### src/rtl/bp_me_pkg.sv
// Shared BedRock memory-engine types and helpers: message types, payload masks,
// stream pump FSM states and beat-count arithmetic.
package bp_me_pkg;

   localparam int unsigned msg_type_width_gp = 4;
   localparam int unsigned msg_size_width_gp = 3;

   typedef enum logic [3:0] {
      e_mem_msg_rd    = 4'd0,
      e_mem_msg_wr    = 4'd1,
      e_mem_msg_uc_rd = 4'd2,
      e_mem_msg_uc_wr = 4'd3,
      e_mem_msg_pre   = 4'd4,
      e_mem_msg_amo   = 4'd5
   } bp_me_msg_type_e;

   // Commands carry data on writes; responses carry data on reads and AMOs.
   localparam logic [15:0] mem_cmd_payload_mask_gp =
      16'((32'd1 << e_mem_msg_uc_wr) | (32'd1 << e_mem_msg_wr));
   localparam logic [15:0] mem_resp_payload_mask_gp =
      16'((32'd1 << e_mem_msg_rd) | (32'd1 << e_mem_msg_uc_rd) | (32'd1 << e_mem_msg_amo));

   typedef enum logic {
      e_ready  = 1'b0,
      e_stream = 1'b1
   } pump_state_e;

   function automatic logic payload_present(input logic [15:0] mask, input logic [3:0] msg_type);
      return mask[msg_type];
   endfunction

   // Beats needed for a payload of (8 << size) bits, saturated at one full block.
   function automatic int unsigned stream_beats(input logic [2:0] size,
                                                input int unsigned data_width,
                                                input int unsigned block_width);
      int unsigned msg_bits;
      msg_bits = 32'd8 << size;
      if (msg_bits <= data_width) return 32'd1;
      if (msg_bits >= block_width) return block_width / data_width;
      return msg_bits / data_width;
   endfunction

endpackage

### src/rtl/bp_me_stream_wraparound.sv
// Critical-word-first address/beat-index generator: wraps the offset within the
// message-sized window starting from the base address.
module bp_me_stream_wraparound
   import bp_me_pkg::*;
#(
   parameter int unsigned data_width_p  = 64,
   parameter int unsigned block_width_p = 512,
   parameter int unsigned addr_width_p  = 40,
   localparam int unsigned max_beats_lp = block_width_p / data_width_p,
   localparam int unsigned cnt_width_lp = (max_beats_lp > 1) ? $clog2(max_beats_lp) : 1
)(
   input  logic [addr_width_p-1:0] base_addr,
   input  logic [2:0]              size,
   input  logic [cnt_width_lp-1:0] cnt,
   output logic [addr_width_p-1:0] addr,
   output logic [cnt_width_lp-1:0] beat_idx
);

   localparam int unsigned block_bytes_lp    = block_width_p / 8;
   localparam int unsigned lg_block_bytes_lp = $clog2(block_bytes_lp);
   localparam int unsigned beat_bytes_lp     = data_width_p / 8;
   localparam int unsigned lg_beat_bytes_lp  = $clog2(beat_bytes_lp);

   logic [2:0]                   eff_size;
   logic [lg_block_bytes_lp-1:0] off_mask;
   logic [lg_block_bytes_lp-1:0] base_off;
   logic [lg_block_bytes_lp-1:0] step;
   logic [lg_block_bytes_lp-1:0] offset;
   logic [cnt_width_lp-1:0]      base_beat;
   logic [cnt_width_lp-1:0]      beat_mask;

   // Sizes beyond one block wrap within the block.
   always_comb begin
      eff_size  = (32'(size) > lg_block_bytes_lp) ? 3'(lg_block_bytes_lp) : size;
      off_mask  = lg_block_bytes_lp'((32'd1 << eff_size) - 32'd1);
      base_off  = base_addr[lg_block_bytes_lp-1:0];
      step      = lg_block_bytes_lp'(32'(cnt) << lg_beat_bytes_lp);
      offset    = (base_off + step) & off_mask;
      addr      = {base_addr[addr_width_p-1:lg_block_bytes_lp], (base_off & ~off_mask) | offset};
      base_beat = cnt_width_lp'(base_off >> lg_beat_bytes_lp);
      beat_mask = cnt_width_lp'(off_mask >> lg_beat_bytes_lp);
      beat_idx  = (base_beat + cnt) & beat_mask;
   end

endmodule

### src/rtl/bp_me_bedrock_stream_pump_out.sv
// Converts one BedRock header+payload message into a valid/ready beat stream.
// Optional zero-latency single-beat path enabled by BP_ME_STREAM_PUMP_BYPASS_EN.
module bp_me_bedrock_stream_pump_out
   import bp_me_pkg::*;
#(
   parameter int unsigned data_width_p   = 64,
   parameter int unsigned block_width_p  = 512,
   parameter int unsigned header_width_p = 128,
   parameter int unsigned addr_width_p   = 40,
   parameter logic [15:0] payload_mask_p = mem_cmd_payload_mask_gp
)(
   input  logic                      clk_i,
   input  logic                      reset_i,
   input  logic [header_width_p-1:0] in_header_i,
   input  logic [3:0]                in_msg_type_i,
   input  logic [2:0]                in_size_i,
   input  logic [addr_width_p-1:0]   in_addr_i,
   input  logic [block_width_p-1:0]  in_data_i,
   input  logic                      in_v_i,
   output logic                      in_ready_and_o,
   output logic [header_width_p-1:0] out_header_o,
   output logic [addr_width_p-1:0]   out_addr_o,
   output logic [data_width_p-1:0]   out_data_o,
   output logic                      out_v_o,
   input  logic                      out_ready_and_i,
   output logic                      out_first_o,
   output logic                      out_last_o
);

   localparam int unsigned max_beats_lp     = block_width_p / data_width_p;
   localparam int unsigned cnt_width_lp     = (max_beats_lp > 1) ? $clog2(max_beats_lp) : 1;
   localparam int unsigned beat_bytes_lp    = data_width_p / 8;
   localparam int unsigned lg_beat_bytes_lp = $clog2(beat_bytes_lp);
`ifdef BP_ME_STREAM_PUMP_BYPASS_EN
   localparam bit bypass_en_lp = 1'b1;
`else
   localparam bit bypass_en_lp = 1'b0;
`endif

   pump_state_e               state_r, state_n;
   logic [cnt_width_lp-1:0]   cnt_r, cnt_n;
   logic [cnt_width_lp-1:0]   last_r;
   logic [header_width_p-1:0] header_r;
   logic [addr_width_p-1:0]   addr_r;
   logic [2:0]                size_r;
   logic                      payload_r;
   logic [block_width_p-1:0]  data_r;

   logic                      in_payload_c;
   logic [cnt_width_lp-1:0]   in_last_c;
   logic                      bypass_c;
   logic                      latch_c;
   logic                      in_ready_c;
   logic                      out_v_c;
   logic                      first_c;
   logic                      last_c;

   logic [header_width_p-1:0] src_header;
   logic [addr_width_p-1:0]   src_addr;
   logic [2:0]                src_size;
   logic                      src_payload;
   logic [block_width_p-1:0]  src_data;

   logic [addr_width_p-1:0]     wrap_addr;
   logic [cnt_width_lp-1:0]     beat_idx;
   logic [data_width_p-1:0]     beat_data;
   logic [data_width_p-1:0]     rep_data;
   logic [data_width_p-1:0]     out_data_c;
   logic [lg_beat_bytes_lp-1:0] byte_mask;
   logic [lg_beat_bytes_lp-1:0] byte_sel;

   // Incoming message classification
   always_comb begin
      in_payload_c = payload_present(payload_mask_p, in_msg_type_i);
      in_last_c    = in_payload_c
                   ? cnt_width_lp'(stream_beats(in_size_i, data_width_p, block_width_p) - 32'd1)
                   : '0;
      bypass_c     = bypass_en_lp && (state_r == e_ready) && (in_last_c == '0);
   end

   // Beat source: live inputs on the bypass path, latched message otherwise
   always_comb begin
      src_header  = bypass_c ? in_header_i  : header_r;
      src_addr    = bypass_c ? in_addr_i    : addr_r;
      src_size    = bypass_c ? in_size_i    : size_r;
      src_payload = bypass_c ? in_payload_c : payload_r;
      src_data    = bypass_c ? in_data_i    : data_r;
   end

   bp_me_stream_wraparound #(
      .data_width_p  (data_width_p),
      .block_width_p (block_width_p),
      .addr_width_p  (addr_width_p)
   ) wrap (
      .base_addr (src_addr),
      .size      (src_size),
      .cnt       (cnt_r),
      .addr      (wrap_addr),
      .beat_idx  (beat_idx)
   );

   // Sub-beat payloads are replicated across the whole beat
   always_comb begin
      beat_data = src_data[beat_idx*data_width_p +: data_width_p];
      byte_mask = lg_beat_bytes_lp'((32'd1 << src_size) - 32'd1);
      byte_sel  = '0;
      rep_data  = '0;
      for (int unsigned b = 0; b < beat_bytes_lp; b++) begin
         byte_sel = lg_beat_bytes_lp'(b) & byte_mask;
         rep_data[b*8 +: 8] = beat_data[byte_sel*8 +: 8];
      end
      if (!src_payload)
         out_data_c = '0;
      else if (32'(src_size) < lg_beat_bytes_lp)
         out_data_c = rep_data;
      else
         out_data_c = beat_data;
   end

   // Next-state and handshake logic
   always_comb begin
      state_n    = state_r;
      cnt_n      = cnt_r;
      latch_c    = 1'b0;
      in_ready_c = 1'b0;
      out_v_c    = 1'b0;
      first_c    = 1'b0;
      last_c     = 1'b0;
      case (state_r)
         e_ready: begin
            if (bypass_c) begin
               in_ready_c = out_ready_and_i;
               out_v_c    = in_v_i & ~reset_i;
               first_c    = in_v_i;
               last_c     = in_v_i;
            end else begin
               in_ready_c = 1'b1;
               if (in_v_i) begin
                  latch_c = 1'b1;
                  cnt_n   = '0;
                  state_n = e_stream;
               end
            end
         end
         e_stream: begin
            out_v_c = 1'b1;
            first_c = (cnt_r == '0);
            last_c  = (cnt_r == last_r);
            if (out_ready_and_i) begin
               if (last_c) begin
                  in_ready_c = 1'b1;
                  cnt_n      = '0;
                  if (in_v_i) latch_c = 1'b1;
                  else        state_n = e_ready;
               end else begin
                  cnt_n = cnt_r + 1'b1;
               end
            end
         end
         default: state_n = e_ready;
      endcase
   end

   always_ff @(posedge clk_i) begin
      if (reset_i) begin
         state_r   <= e_ready;
         cnt_r     <= '0;
         last_r    <= '0;
         header_r  <= '0;
         addr_r    <= '0;
         size_r    <= '0;
         payload_r <= 1'b0;
         data_r    <= '0;
      end else begin
         state_r <= state_n;
         cnt_r   <= cnt_n;
         if (latch_c) begin
            last_r    <= in_last_c;
            header_r  <= in_header_i;
            addr_r    <= in_addr_i;
            size_r    <= in_size_i;
            payload_r <= in_payload_c;
            data_r    <= in_payload_c ? in_data_i : '0;
         end
      end
   end

   assign in_ready_and_o = in_ready_c & ~reset_i;
   assign out_v_o        = out_v_c;
   assign out_first_o    = first_c;
   assign out_last_o     = last_c;
   assign out_header_o   = src_header;
   assign out_addr_o     = wrap_addr;
   assign out_data_o     = out_data_c;

endmodule

### config.mk
export PLATFORM = sky130hd
export DESIGN_NAME = bp_me_bedrock_stream_pump_out
export DESIGN_NICKNAME = d
export VERILOG_FILES = /design/src/rtl/bp_me_pkg.sv /design/src/rtl/bp_me_stream_wraparound.sv /design/src/rtl/bp_me_bedrock_stream_pump_out.sv
export SDC_FILE = /design/constraint.sdc
export NUM_CORES = 2
export LEC_CHECK = 0
export CELL_PAD_IN_SITES_DETAIL_PLACEMENT = 2
export CELL_PAD_IN_SITES_GLOBAL_PLACEMENT = 2
export CORE_AREA = 4 4 357 359
export CTS_CLUSTER_SIZE = 16
export DETAILED_ROUTE_END_ITERATION = 6
export DIE_AREA = 0 0 361 363
export HOLD_SLACK_MARGIN = 0.12
export MAX_ROUTING_LAYER = met4
export PLACE_DENSITY_LB_ADDON = 0.1
export SYNTH_ARGS = -nofsm -noshare
export SYNTH_HDL_FRONTEND = slang
export SYNTH_HIERARCHICAL = 1
export SYNTH_SLANG_ARGS = --single-unit
### constraint.sdc
create_clock -name clk_i -period 10.04 [get_ports clk_i]
set_input_delay 2.008 -clock clk_i [delete_from_list [all_inputs] [get_ports clk_i]]
set_output_delay 2.008 -clock clk_i [all_outputs]
set_load 0.005 [all_outputs]
==> impl_metrics.ini <==
[cts]
clkTransAtPathRegs_ps = 60
cts.repair_timing.setup_buffer_count = 0
cts_buffer_depth = 3
clock_sinks = 691
cts-resized-gates = 0
cts-buffers-inserted = 88
h-tree-depth = 3
clkLatencyLatePin_ps = 650
tritoncts = done
root_buffer = clkbuf_16
holdBufCountCts = 0

[yosys]
synth_edf_count = 0
syn-cell-area_mm2 = 0.0310
synth_nets = 4261
synth_ff_type = dfxtp_1
synth_seq_cells = 691
yosys-top-cells-count = nand2_1, dfxtp_1, nand3_1, nand3b_1, a21oi_1
yosysUniqueCellTypes = 51
syn_inst = 3565
ys_warn_count = 6
asyncSetResetFlopFracSynth_pct = 0
yosys.area.top_type_share_pct = 44.7
syn_area_per_cell_um2 = 8.69
synth_most_common_cell = nand2_1
synth_area_leader_cell = dfxtp_1
ys_seq_area_share_pct = 44.7
synthTopCellsByArea = dfxtp_1, nand3b_1, nand2_1

[worst_hold_path]
whs_path_depth = 2
hold_class = reg2reg
min_from = addr_r[6]
min_to = addr_r[6]

[timing]
skew_ps = 24.1
finalSetupTns_ps = 0
fin_crit_ps = 7300
maxSlewHeadroom_pct = 19.5
finalSetupViolCount = 0
drv_slew = 0
rsz0062_at_grt = false
timing.final.ws_setup_ps = 2740
tightestPinTransition_ps = 1210
whs_ps = 454
period_share_pct = 72.7
fmax_ghz = 0.137
hold_viol_final = 0

[pwr]
p_leak_nw = 17.3
combPwrFrac_pct = 11.6
power_density_mw_per_mm2 = 155
p_sw_share_pct = 25.3
power_mw = 6.79
peakVddDrop_mv = 0.104
seq_power_share_pct = 42.0
clock_power_share_pct = 46.3
power_switching_mw = 1.71
p_int_mw = 5.08

[die]
ios = 927
die_w_um = 361
rows = 129
core-area_mm2 = 0.124
die-area_mm2 = 0.131
start_util_pct = 25.0
dieHeight_um = 363

[outcome]
status = complete, no violations

[worst_setup_path]
required_ps = 8030
reg2reg_to = data_r[283]
ff2ff_setup_slack_ps = 6330
crit_path_start = cnt_r[0]
worstReg2RegStart = cnt_r[2]
path_class = reg2out
crit_fanout = 39
arrival_ps = 5290
reg2reg_depth = 7
end_kind = primary output
start_kind = flip-flop

[global_routing]
antenna_found_initial = 76
grt.total_usage_pct = 23.8
grt_pass1_wl_mm = 225
overflow = 0
grt_pass1_vias = 31200
grt_start_max_net_pins = 204

[routing]
dr.pass1.iters = 5
drc = 0
wl_per_cell_um = 26.3
postRouteAntennaNets = 0
drtIter0Drc = 1529
routed_wl_mm = 158
vias = 29300
avgViaCountPerCell = 4.89

[layout]
final_nets = 4929
fill_cells = 13600
synthToLayoutAreaGrowth_pct = 41.6
fin_util_pct = 35.4
design_area_mm2 = 0.0438
stdcell_count = 5989
drive_above_1_share_pct = 7.42

[placed_design]
dpl_cell_area_mm2 = 0.0409
port_buffers = 925
dp_hpwl_mm = 113
dpl_worst_slack_ps = 3320
gp_congestion = 0.806
dpl.cell_count = 5780

[run]
maxCapViolCount = 0
## logic make-up after synthesis
family / after synthesis / share of synthesized area (%)
flops: 691 / 44.7
buf+inv: 389 / 6.01
compound gates: 273 / 5.04
mux: 178 / 10.7
xor+xnor: 7 / 0.198
simple gates: 2022 / 33.1
fa+ha+maj: 5 / 0.226
## flip-flops by register name (all words and copies together), names as in the netlist
register / count
payload_r: 1
data_r: 512
size_r: 3
cnt_r: 3
last_r: 3
state_r: 1
addr_r: 40
out_header_o: 128
## cells in the final DEF (no fill, tap or decap), drive strengths merged, types with 9 or more instances in the layout
| master | n |
|---|---|
| a211oi | 10 |
| a21oi | 196 |
| a311oi | 9 |
| and2 | 9 |
| buf | 35 |
| clkbuf | 136 |
| clkdlybuf4s50 | 924 |
| clkinv | 19 |
| dfxtp | 691 |
| diode | 54 |
| mux2 | 15 |
| mux2i | 42 |
| mux4 | 121 |
| nand2 | 906 |
| nand3 | 516 |
| nand3b | 516 |
| nor2 | 51 |
| o21ai | 17 |
## metal layers
metal  part of all wire (%)  GRT usage, %  wire length [µm]
met4                    1.6          4.90              2590
met1                     43          27.9             67200
met2                     49          40.3             77300
met5                      0             -                 0
met3                    6.8          7.21             10700
## worst max-delay path, cell delays in order, from the launching register on
cell             delay (ps)
dfxtp_1                 370
ha_1                    210
fa_1                    370
xor2_1                  250
xor2_1                  190
and3_4                  650
buf_4                   630
mux2_2                  290
o22ai_1                  80
nor3_1                  410
mux2_2                  290
and2_1                  130
clkdlybuf4s50_1         680
## area by class of cell
cell class / instances / area (µm²) / area share [%]
Inverter: 8 / 30.0 / 0.0685
Antenna cell: 54 / 135 / 0.308
Multi-Input combinational cell: 2485 / 15300 / 34.9
Timing Repair Buffer: 959 / 9640 / 22.0
Clock buffer: 136 / 2680 / 6.11
Clock inverter: 19 / 146 / 0.334
Sequential cell: 691 / 13800 / 31.6
Tap cell: 1637 / 2050 / 4.67
## how the worst max path moves through the flow
| stage | cells after the start | slack (ps) | endpoint |
|---|---|---|---|
| 2_1_floorplan | 4 | 5140 | in_ready_and_o |
| 6_report | 12 | 2740 | out_data_o[15] |
| 4_1_cts | 9 | 2570 | out_data_o[41] |
| 3_3_place_gp | 9 | 3360 | out_data_o[41] |
| 5_1_grt | 9 | 2470 | out_data_o[41] |
| 3_5_place_dp | 9 | 3320 | out_data_o[41] |
## power by group through the flow
| stage | Combinational (mW) | Clock (mW) | Sequential, mW |
|---|---|---|---|
| final | 0.791 | 3.15 | 2.85 |
| after detailed placement | 0.799 | 0 | 2.91 |
| after CTS | 0.804 | 3.26 | 2.85 |
| after global placement | 0.797 | 0 | 2.91 |
| after floorplan | 0.314 | 0 | 2.91 |
| after global routing | 0.848 | 3.37 | 2.86 |
Note: power is estimated with default switching activity, not from simulation.
